`src/rtl/stopwatch_ctrl.sv`:
```
// BCD stopwatch: synchronised buttons drive a STOP/RUN/LAP FSM over cascaded decade counters,
// with a time-multiplexed 7-segment scan. Buttons act 4 cycles after rising; no backpressure.
module stopwatch_ctrl #(
  parameter int CLK_HZ     = 100_000_000,
  parameter int TICK_HZ    = 100,
  parameter int REFRESH_HZ = 1000,
  parameter int NUM_DIGITS = 8
) (
  input  logic                  clk_in,
  input  logic                  rst_n,
  input  logic                  start_stop,
  input  logic                  lap,
  input  logic                  clear,
  output logic [NUM_DIGITS-1:0] AN,
  output logic [6:0]            CAT,
  output logic                  running,
  output logic                  overflow
);
  localparam int TICK_DIV = CLK_HZ / TICK_HZ;
  localparam int REF_DIV  = CLK_HZ / (REFRESH_HZ * NUM_DIGITS);
  localparam int TW       = (TICK_DIV > 2) ? $clog2(TICK_DIV) : 1;
  localparam int RW       = (REF_DIV > 1) ? $clog2(REF_DIV) : 1;
  localparam int IW       = (NUM_DIGITS > 2) ? $clog2(NUM_DIGITS) : 1;
  localparam int DW       = 4 * NUM_DIGITS;

  if (TICK_DIV < 2 || REF_DIV < 1 || NUM_DIGITS < 2 || NUM_DIGITS > 8) begin : g_bad_params
    $error("stopwatch_ctrl: illegal CLK_HZ/TICK_HZ/REFRESH_HZ/NUM_DIGITS combination");
  end

  typedef enum logic [1:0] {ST_STOP, ST_RUN, ST_LAP} state_t;

  state_t          state;
  logic [2:0]      btn, sync1, sync2, sync3, pulse, rel;
  logic            ss_p, lap_p, clr_p;
  logic [TW-1:0]   presc;
  logic            tick;
  logic [DW-1:0]   cnt, cnt_inc, latch, disp;
  logic            carry;
  logic [RW-1:0]   rpresc;
  logic [IW-1:0]   idx;

  function automatic logic [6:0] seg7(input logic [3:0] d);
    case (d)
      4'd0:    seg7 = 7'b0000001;
      4'd1:    seg7 = 7'b1001111;
      4'd2:    seg7 = 7'b0010010;
      4'd3:    seg7 = 7'b0000110;
      4'd4:    seg7 = 7'b1001100;
      4'd5:    seg7 = 7'b0100100;
      4'd6:    seg7 = 7'b0100000;
      4'd7:    seg7 = 7'b0001111;
      4'd8:    seg7 = 7'b0000000;
      4'd9:    seg7 = 7'b0000100;
      default: seg7 = 7'b1111111;
    endcase
  endfunction

  assign btn = {clear, lap, start_stop};

  // rel masks the detector until the chain holds post-reset samples, so a
  // button held through reset release never looks like a fresh press.
  always_ff @(posedge clk_in or negedge rst_n) begin
    if (!rst_n) begin
      sync1 <= '0;
      sync2 <= '0;
      sync3 <= '0;
      pulse <= '0;
      rel   <= '0;
    end else begin
      sync1 <= btn;
      sync2 <= sync1;
      sync3 <= sync2;
      rel   <= {rel[1:0], 1'b1};
      pulse <= sync2 & ~sync3 & {3{rel[2]}};
    end
  end

  assign ss_p  = pulse[0];
  assign lap_p = pulse[1];
  assign clr_p = pulse[2];

  always_ff @(posedge clk_in or negedge rst_n) begin
    if (!rst_n) begin
      state   <= ST_STOP;
      running <= 1'b0;
      latch   <= '0;
    end else begin
      case (state)
        ST_STOP: if (ss_p) begin
          state   <= ST_RUN;
          running <= 1'b1;
        end
        ST_RUN: if (ss_p) begin
          state   <= ST_STOP;
          running <= 1'b0;
        end else if (lap_p) begin
          state <= ST_LAP;
          latch <= cnt;
        end
        ST_LAP: if (ss_p) begin
          state   <= ST_STOP;
          running <= 1'b0;
        end else if (lap_p) begin
          state <= ST_RUN;
        end
        default: begin
          state   <= ST_STOP;
          running <= 1'b0;
        end
      endcase
    end
  end

  assign tick = (state != ST_STOP) && (presc == TW'(TICK_DIV - 1));

  always_comb begin
    cnt_inc = cnt;
    carry   = 1'b1;
    for (int i = 0; i < NUM_DIGITS; i++) begin
      if (carry) begin
        if (cnt[4*i +: 4] == 4'd9) begin
          cnt_inc[4*i +: 4] = 4'd0;
        end else begin
          cnt_inc[4*i +: 4] = cnt[4*i +: 4] + 4'd1;
          carry             = 1'b0;
        end
      end
    end
  end

  // A tick on the stop edge still lands because tick is qualified by the current state.
  always_ff @(posedge clk_in or negedge rst_n) begin
    if (!rst_n) begin
      presc    <= '0;
      cnt      <= '0;
      overflow <= 1'b0;
    end else begin
      if (state == ST_STOP) begin
        if (ss_p) begin
          presc <= '0;
        end else if (clr_p) begin
          presc    <= '0;
          cnt      <= '0;
          overflow <= 1'b0;
        end
      end else begin
        presc <= tick ? '0 : presc + 1'b1;
      end
      if (tick) begin
        cnt <= cnt_inc;
        if (carry) overflow <= 1'b1;
      end
    end
  end

  assign disp = (state == ST_LAP) ? latch : cnt;

  always_ff @(posedge clk_in or negedge rst_n) begin
    if (!rst_n) begin
      rpresc <= '0;
      idx    <= '0;
      AN     <= '1;
      CAT    <= 7'b1111111;
    end else begin
      if (rpresc == RW'(REF_DIV - 1)) begin
        rpresc <= '0;
        idx    <= (idx == IW'(NUM_DIGITS - 1)) ? '0 : idx + 1'b1;
      end else begin
        rpresc <= rpresc + 1'b1;
      end
      AN  <= ~(NUM_DIGITS'(1) << idx);
      CAT <= seg7(disp[4*idx +: 4]);
    end
  end

endmodule

```
`config.mk`:
```
export PLATFORM = sky130hd
export DESIGN_NAME = stopwatch_ctrl
export DESIGN_NICKNAME = d
export VERILOG_FILES = /design/src/rtl/stopwatch_ctrl.sv
export SDC_FILE = /design/constraint.sdc
export NUM_CORES = 1
export LEC_CHECK = 0
export ABC_AREA = 0
export BUFFER_PORTS_ARGS = -buffer_cell sky130_fd_sc_hd__clkbuf_2
export CORE_UTILIZATION = 35
export DETAILED_ROUTE_END_ITERATION = 7
export GPL_TIMING_DRIVEN = 0
export PLACE_DENSITY = 0.54
export SLEW_MARGIN = 20
export SYNTH_ARGS = -nofsm -noshare
export SYNTH_HDL_FRONTEND = slang
export SYNTH_SLANG_ARGS = --single-unit
```
`constraint.sdc`:
```
create_clock -name clk_in -period 3.5 [get_ports clk_in]
set_input_delay 0.7 -clock clk_in [delete_from_list [all_inputs] [get_ports clk_in]]
set_output_delay 0.7 -clock clk_in [all_outputs]
set_load 0.1 [all_outputs]
```
==> results of run 1 <==
[cells in the mapped netlist (5+ instances only)]
library cell  instances  area share, %
and3_1               10           0.89
o21ai_0              37            2.6
nand2_1              59            3.1
mux4_2               16            5.1
nand3_1              43            3.0
nor2_1               27            1.4
a31oi_1               5           0.44
a21o_1                6           0.64
nand4_1              12            1.1
buf_2                 7           0.50
a2bb2oi_1             6           0.74
nor3_1               14           0.99
dfrtp_1             120             43
a22o_1                7           0.87
xor2_1                7           0.87
mux2i_1              17            2.4
dfstp_2              15            5.6
nand3b_1              7           0.74
mux2_2               23            3.7
inv_1                35            1.9
nor4_1                5           0.44
a22oi_1              10            1.1
ha_1                 34            6.0
xnor2_1               8           0.99
a21oi_1              23            1.6
clkbuf_1             14           0.74
o22ai_1               9           0.80
[worst max-delay path by stage]
stage                    startpoint               endpoint  slack [ns]  depth (start not counted)
2_1_floorplan  state[0]$_DFFE_PN0P_       CAT[3]$_DFF_PN1_        1.02                         11
5_1_grt        state[0]$_DFFE_PN0P_       CAT[3]$_DFF_PN1_        0.23                         11
3_5_place_dp   state[0]$_DFFE_PN0P_       CAT[6]$_DFF_PN1_        0.51                         11
4_1_cts        state[0]$_DFFE_PN0P_       CAT[6]$_DFF_PN1_        0.47                         11
6_report       state[0]$_DFFE_PN0P_       CAT[6]$_DFF_PN1_        0.46                         11
3_3_place_gp                  rst_n  presc[12]$_DFFE_PN0P_       -0.50                          1
[critical path, stage by stage (launching register included)]
cell	delay (ns)
dfrtp_1	0.42
inv_1	0.10
ha_1	0.16
buf_6	0.19
buf_2	0.37
mux4_2	0.56
a22oi_1	0.22
and3_1	0.31
inv_1	0.10
ha_1	0.20
mux2i_1	0.19
a2bb2oi_1	0.11
[power by group through the flow]
stage                     sequential [µW]  clock, µW  combinational, µW
after floorplan                      1690          0                316
after global placement               1660          0                499
after detailed placement             1660          0                510
after CTS                            1630       1720                513
after global routing                 1640       1800                563
final                                1630       1670                511
[metal layers]
layer / global-route usage (%) / wire [µm]
met1: 22.4 / 7690
met5: 0 / 0
met2: 29.4 / 8000
met4: 5.88 / 204
met3: 3.94 / 727
[state kept, by name (all words and copies together) (netlist names)]
signal,count
latch,32
presc,20
cnt,32
overflow,1
AN,8
pulse,3
sync1,3
running,1
sync3,3
CAT,7
rpresc,14
rel,3
idx,3
sync2,3
state,2
[stage by stage]
stage	utilization, %	worst slack (ns)
2_1_floorplan	-	1.02
3_3_place_gp	38.3	-0.496
3_5_place_dp	38.5	0.512
4_1_cts	41.3	0.469
5_1_grt	41.3	0.228
6_report	41.3	0.464
[cell type report]
type / count / area [µm²] / area share [%]
Buffer: 30 / 169 / 2.09
Clock buffer: 26 / 510 / 6.31
Clock inverter: 6 / 38.8 / 0.480
Inverter: 36 / 135 / 1.67
Multi-Input combinational cell: 449 / 3360 / 41.6
Sequential cell: 135 / 3400 / 42.0
Tap cell: 265 / 332 / 4.10
Timing Repair Buffer: 22 / 141 / 1.75
[kinds of logic (layout without fill, tap and decap cells)]
group                      count (synthesis)  after routing  share of synthesized area [%]
AOI/OAI and AO/OA                        119            119                           10.6
xor gates and xnor gates                  15             15                           1.86
adders and majority gates                 34             34                           6.02
buffers and inverters                     66            120                           4.31
DFF                                      135            135                           48.1
muxes                                     56             56                           11.2
other                                      1              1                         0.0531
and+or+nand+nor                          224            224                           17.8
==> flow_summary_export.csv, run 1 <==
group,metric,value,unit
setup_path,cp-end-kind,"flip-flop",
setup_path,r2r_start,"state[0]$_DFFE_PN0P_",
die,rows,51,
job,cap_violations,0,
grt,grt_pass1_wl,27.6,mm
power,power_switching,1060,µW
finish,nets,730,
grt,gr-total-overflow,0,
routing,vias_per_cell,5.37,
finish,antenna_cells,0,
die,dieArea,20700,µm²
die,die_h,144,µm
power,p_sw_share,27.7,%
clock_network,postCtsResizedCells,0,
power,leakage,0.00357,µW
setup_path,cp.required,3.84,ns
timing,slew_headroom,34.2,%
finish,areaGrowthSynthToFinish,14.5,%
setup_path,path_class,"flip-flop to flip-flop",
power,pwr-share-clk,43.9,%
timing,max_freq,329,MHz
power,p_seq_share,42.7,%
clock_network,cts_tree,"yes",
timing,worst_pin_slew,0.981,ns
grt,grt_usage,17.6,%
finish,fin_area,8080,µm²
finish,final_cell_mix,"dfrtp_1, nand2_1, nand3_1, o21ai_0, inv_1",
finish,nFillCells,1907,
clock_network,numCtsBuffers,17,
yosys,synth_ff_type,"dfrtp_1",
routing,wl_per_cell,17.2,µm
finish,final_common_cell,"dfrtp_1",
timing,hold_viol,0,
timing,fin_skew,0.00551,ns
placed_design,dpl-instance-area,7530,µm²
timing,period_share,86.7,%
timing,maxSlewViolCount,0,
power,power_density,472,nW/µm²
placed_design,io_buffers,21,
clock_network,clk_latency,0.42,ns
power,comb_power_share,13.4,%
die,chipWidth,144,µm
timing,setup_viol,0,
setup_path,critPathLaunchType,"flip-flop",
timing,rsz0062_at_grt,"no",
clock_network,htreeDepth,4,
yosys,synthCells,650,
yosys,synth_cell_type_count,69,
die,core,19600,µm²
routing,num_vias,5206,
clock_network,path_clk_slew,0.06,ns
yosys,synth_fp_nets,689,
timing,finalSetupTns,0,ns
routing,wl,16.6,mm
finish,fin_cells,969,
finish,layout-drive-gt1-share,19.3,%
power,peakVddDrop,0.000327,V
routing,drt_iter0_drc,201,
routing,ant_nets,0,
routing,drc,0,
clock_network,cts_root_buf,"clkbuf_16",
power,report.power.total,3820,µW
placed_design,dp_hpwl,11.5,mm
outcome,status,"finished, final reports clean",
yosys,synth_edf_count,0,
setup_path,rr_endpoint,"CAT[6]$_DFF_PN1_",
setup_path,cp.arrival,3.37,ns
grt,grt_start_max_net_pins,82,
clock_network,cts_hold_buf,0,
routing,dr.pass1.iters,4,
grt,antenna_found_initial,0,
setup_path,reg2reg_slack,0.46,ns
yosys,seq_area_frac_synth,48.1,%
yosys,synth_area,7060,µm²
yosys,synthArstFlopShare,100,%
placed_design,post-place-cells,937,
grt,grt_pass1_vias,5246,
clock_network,clock_sink_count,135,
yosys,synth.avg_cell_area,10.9,µm²
die,start_util,36.0,%
worst_hold_path,hp-class,"input pin to asynchronous set/reset pin",
setup_path,path_max_fanout,10,
power,p_int,2760,µW
timing,min_period,3.04,ns
clock_network,postCtsSetupBuffers,0,
timing,holdWs,0.254,ns
placed_design,gp_congestion,0.823,
yosys,ys_ff_latch,135,
yosys,yosys_warnings,0,
clock_network,cts_max_path_buffers,2,
setup_path,reg2regPathDepth,11,
die,ioPinCount,22,
No activity file was read; power rests on OpenSTA's default activity.
==> run 2, diff against run 1 <==
Settings changed: CORE_UTILIZATION 35 to 62, PLACE_DENSITY 0.54 to 0.83.
Clock period 3.5 ns to 3.3 ns, I/O delays scaled along.
==> run 2 against run 1 <==
Non-clock buffer count unchanged. Design area decreased by 1.2%. Highest routed layer unchanged. The run now ends with design-rule violations left. Power increased by 10%.
==> flow_summary_export.csv, run 2 (synthesized netlist as in run 1, its figures left out) <==
group,metric,value,unit
finish,fin_cells,844,
grt,grt_usage,30.2,%
placed_design,gp_congestion,0.908,
power,leakage,0.00360,µW
setup_path,cp.buffers_inverters,4,
routing,wl_per_cell,19.6,µm
clock_network,numCtsBuffers,17,
grt,grt_start_max_net_pins,91,
grt,gr-total-overflow,0,
clock_network,clock_sink_count,135,
finish,areaGrowthSynthToFinish,13.1,%
setup_path,reg2regPathDepth,11,
clock_network,cts_root_buf,"clkbuf_16",
die,core,11000,µm²
grt,grt_pass1_wl,26.6,mm
setup_path,slowest_stage,"mux4_2",
clock_network,postCtsSetupBuffers,0,
setup_path,rr_endpoint,"CAT[3]$_DFF_PN1_",
job,cap_violations,0,
finish,layout-drive-gt1-share,19.9,%
die,start_util,64.3,%
timing,maxSlewViolCount,0,
power,p_sw_share,26.0,%
routing,dr.pass1.iters,8,
placed_design,dp_hpwl,10.8,mm
finish,nets,730,
finish,fin_util,72.7,%
setup_path,reg2reg_slack,0.26,ns
power,power_switching,1090,µW
setup_path,path_max_fanout,10,
setup_path,critPathTopFamily,"multiplexers",
outcome,violations,"design-rule violations",
routing,drc,1,
setup_path,cp.required,3.65,ns
placed_design,place_ws,0.319,ns
setup_path,cp.arrival,3.39,ns
timing,min_period,3.04,ns
power,comb_power_share,12.6,%
finish,nFillCells,739,
setup_path,path_class,"flip-flop to flip-flop",
clock_network,htreeDepth,4,
power,power_density,527,nW/µm²
clock_network,path_clk_slew,0.06,ns
routing,num_vias,5445,
setup_path,path_cells,"inv_1 > ha_1 > buf_6 > buf_2 > mux4_2 > a22oi_1 > and3_1 > inv_1 > ha_1 > mux2i_1 > a2bb2oi_1",
clock_network,cts_hold_buf,0,
timing,max_freq,329,MHz
timing,hold_viol,0,
routing,wl,16.6,mm
timing,rsz0062_at_grt,"no",
setup_path,critPathLaunchType,"flip-flop",
grt,grt_pass1_vias,5456,
worst_hold_path,hp-class,"input pin to asynchronous set/reset pin",
setup_path,cp.depth,11,
finish,final_cell_mix,"dfrtp_1, nand2_1, nand3_1, o21ai_0, inv_1",
setup_path,slowest_delay,0.59,ns
timing,fin_skew,0.00971,ns
routing,drt_iter0_drc,743,
power,peakVddDrop,0.000514,V
finish,reg_top3,"cnt x32, latch x32, presc x20",
clock_network,clk_latency,0.43,ns
routing,vias_per_cell,6.45,
setup_path,r2r_start,"state[0]$_DFFE_PN0P_",
clock_network,postCtsResizedCells,0,
power,p_int,3120,µW
die,die_h,109,µm
die,rows,38,
power,p_seq_share,41.0,%
finish,antenna_cells,0,
die,chipWidth,109,µm
routing,ant_nets,0,
die,ioPinCount,22,
clock_network,cts_tree,"yes",
placed_design,io_buffers,21,
setup_path,cp-end-kind,"flip-flop",
clock_network,cts_max_path_buffers,2,
die,dieArea,11800,µm²
timing,period_share,92.2,%
placed_design,post-place-cells,812,
timing,setup_viol,0,
timing,slew_headroom,45.2,%
power,pwr-share-clk,46.4,%
grt,antenna_found_initial,0,
timing,setup_ws,0.258,ns
outcome,status,"complete, but fails checks",
timing,worst_pin_slew,0.817,ns
finish,final_common_cell,"dfrtp_1",
[run 2: routing by layer]
metal	up-vias	wire [µm]	GRT usage, %	share of wire, %
li1	2446	-	-	-
met1	2679	6470	34.5	39
met2	272	8440	52.2	51
met3	48	1180	8.13	7.1
met4	0	465	15.0	2.8
met5	-	0	0	0
[run 2: cell type report]
type                    count  area [µm²]  area share [%]
repair buffers             22         141            1.77
multi-input cells         449        3360            42.1
flip-flops and latches    135        3400            42.5
well taps                 140         175            2.19
clock buffers              22         484            6.06
inverters                  36         135            1.69
plain buffers              30         169            2.11
clock inverters            10         125            1.57
[run 2: power by group through the flow]
stage          logic [µW]  registers, µW  clock network, µW
2_1_floorplan         335           1790                  0
3_3_place_gp          504           1750                  0
3_5_place_dp          524           1750                  0
4_1_cts               531           1730               1960
5_1_grt               586           1730               2050
6_report              531           1730               1950
[run 2: how the worst max path moves through the flow]
stage | start | to | slack (ns)
floorplan | state[0]$_DFFE_PN0P_ | CAT[3]$_DFF_PN1_ | 0.82
global placement | rst_n | cnt[21]$_DFFE_PN0P_ | -0.44
detailed placement | state[0]$_DFFE_PN0P_ | CAT[3]$_DFF_PN1_ | 0.32
CTS | state[0]$_DFFE_PN0P_ | CAT[3]$_DFF_PN1_ | 0.26
global route | state[0]$_DFFE_PN0P_ | CAT[3]$_DFF_PN1_ | 0.11
finish | state[0]$_DFFE_PN0P_ | CAT[3]$_DFF_PN1_ | 0.26
[run 2: metrics by stage]
step                      total power [µW]  TNS, ns  hold WS (ns)  instance area, µm²
after floorplan                       2120        0         0.331                7060
after global placement                2260   -51.47         0.332                7340
after detailed placement              2280        0         0.335                7380
after CTS                             4220        0         0.177                7990
after global routing                  4370        0         0.188                7990
final                                 4210        0         0.161                7990
[run 2: worst reg2reg max path: cells and delay by family (launching register included)]
| family | cells | cell delay, ns |
|---|---|---|
| mux | 2 | 0.79 |
| buf+inv | 4 | 0.75 |
| fa+ha+maj | 2 | 0.36 |
| flops | 1 | 0.42 |
| simple gates | 1 | 0.33 |
| compound gates | 2 | 0.31 |
==> run 3, diff against run 2 <==
Settings changed: CORE_UTILIZATION 62 to 39, PLACE_DENSITY 0.83 to 0.58.
==> run 3 against run 2 <==
The run now ends clean. Non-clock buffer count stayed put. Via count fell by 4.5%. Combinational power is 0.8% lower. Design area up 0.83%. Setup slack better by 0.054 ns. Register-to-register slack better by 0.05 ns. Hold slack gained 0.053 ns. Flip-flop and latch count is the same. Fmax up 1.8%. Routed wire length fell by 3.7%.
==> flow_summary_export.csv, run 3 (synthesized netlist as in run 1, its figures left out) <==
group,metric,value,unit
timing,slew_headroom,46.4,%
die,chipWidth,137,µm
routing,num_vias,5198,
placed_design,dp_hpwl,11.0,mm
grt,gr-total-overflow,0,
die,die_h,137,µm
power,leakage,0.00358,µW
setup_path,cp-end-kind,"flip-flop",
power,comb_power_share,12.9,%
power,power_switching,1090,µW
timing,holdWs,0.214,ns
finish,layout-drive-gt1-share,19.5,%
timing,finalSetupTns,0,ns
finish,final_cell_mix,"dfrtp_1, nand2_1, nand3_1, o21ai_0, inv_1",
finish,fin_area,8050,µm²
timing,maxSlewViolCount,0,
grt,grt_start_max_net_pins,70,
worst_hold_path,hp-class,"input pin to asynchronous set/reset pin",
routing,drt_iter0_drc,332,
grt,antenna_found_initial,0,
clock_network,path_clk_slew,0.06,ns
job,cap_violations,0,
grt,busiest_layer,"met2",
routing,dr.pass1.iters,5,
placed_design,dpl-instance-area,7480,µm²
power,pwr-share-clk,45.0,%
grt,use_met3,4.81,%
setup_path,path_class,"flip-flop to flip-flop",
finish,antenna_cells,0,
timing,min_period,2.99,ns
power,peakVddDrop,0.000498,V
setup_path,reg2reg_slack,0.31,ns
grt,grt_usage,18.9,%
grt,grt_pass1_vias,5116,
clock_network,htreeDepth,4,
routing,vias_per_cell,5.60,
die,ioPinCount,22,
timing,max_freq,335,MHz
setup_path,worstSetupStartpoint,"state[0]$_DFFE_PN0P_",
clock_network,cts_hold_buf,0,
placed_design,io_buffers,21,
setup_path,cp.arrival,3.33,ns
placed_design,place_ws,0.294,ns
clock_network,cts_root_buf,"clkbuf_16",
die,core,17500,µm²
setup_path,critPathLaunchType,"flip-flop",
finish,nets,730,
clock_network,postCtsSetupBuffers,0,
finish,final_common_cell,"dfrtp_1",
clock_network,clk_latency,0.43,ns
timing,worst_pin_slew,0.799,ns
die,start_util,40.4,%
setup_path,r2r_start,"state[0]$_DFFE_PN0P_",
die,rows,48,
timing,fin_skew,0.0106,ns
clock_network,clock_sink_count,135,
power,power_density,509,nW/µm²
timing,hold_viol,0,
routing,drc,0,
routing,wl,15.9,mm
grt,met1_usage,23.8,%
finish,areaGrowthSynthToFinish,14.1,%
clock_network,postCtsResizedCells,0,
die,dieArea,18600,µm²
placed_design,gp_congestion,0.898,
setup_path,cp.required,3.64,ns
clock_network,cts_tree,"yes",
timing,setup_viol,0,
routing,ant_nets,0,
timing,rsz0062_at_grt,"no",
timing,setup_ws,0.312,ns
timing,period_share,90.5,%
clock_network,cts_max_path_buffers,2,
routing,wl_per_cell,17.2,µm
grt,grt_pass1_wl,26.7,mm
power,p_sw_share,26.6,%
finish,fin_util,46.1,%
clock_network,numCtsBuffers,17,
power,p_seq_share,42.2,%
grt,grt_use_met2,31.6,%
outcome,status,"finished, final reports clean",
power,p_int,3010,µW
finish,reg_top3,"cnt x32, latch x32, presc x20",
setup_path,path_max_fanout,10,
[run 3: worst paths after layout]
path / endpoint / cells after the start
worst max-delay path: CAT[3]$_DFF_PN1_ / 11
worst min-delay path: rpresc[8]$_DFF_PN0_ / 1
worst max register to register: CAT[3]$_DFF_PN1_ / 11
worst min register to register: sync2[2]$_DFF_PN0_ / 0
max in group asynchronous: presc[1]$_DFFE_PN0P_ / 2
min in group clk_in: sync1[1]$_DFF_PN0_ / 1
[run 3: routing by layer]
| layer | vias up | part of all wire (%) |
|---|---|---|
| met1 | 2624 | 45 |
| met5 | - | 0 |
| met2 | 122 | 50 |
| met3 | 12 | 4.4 |
| met4 | 0 | 1.2 |
| li1 | 2440 | - |
[run 3: power groups by stage]
stage               clock network (µW)  registers (µW)  logic [µW]
floorplan                            0            1790         335
CTS                               1890            1730         533
finish                            1840            1730         527
global placement                     0            1750         520
detailed placement                   0            1760         531
global route                      1960            1730         588
[run 3: critical path, stage by stage, from the launching register on]
cell	delay, ns
dfrtp_1	0.42
inv_1	0.11
ha_1	0.16
buf_6	0.18
buf_2	0.34
mux4_2	0.58
a22oi_1	0.20
and3_1	0.32
inv_1	0.10
ha_1	0.20
mux2i_1	0.18
a2bb2oi_1	0.10
[run 3: through the flow]
stage	power [µW]	cells
floorplan	2120	650
global placement	2270	896
detailed placement	2290	897
CTS	4150	929
global route	4280	929
finish	4100	929
[run 3: area by class of cell]
cell class                 instances  area, µm²
buffer                            30        169
multi-input combinational        449       3360
clock buffer                      23        468
clock inverter                     9        101
fill                            1600       9420
sequential                       135       3400
tap                              225        282
inverter                          36        135
timing repair buffer              22        141
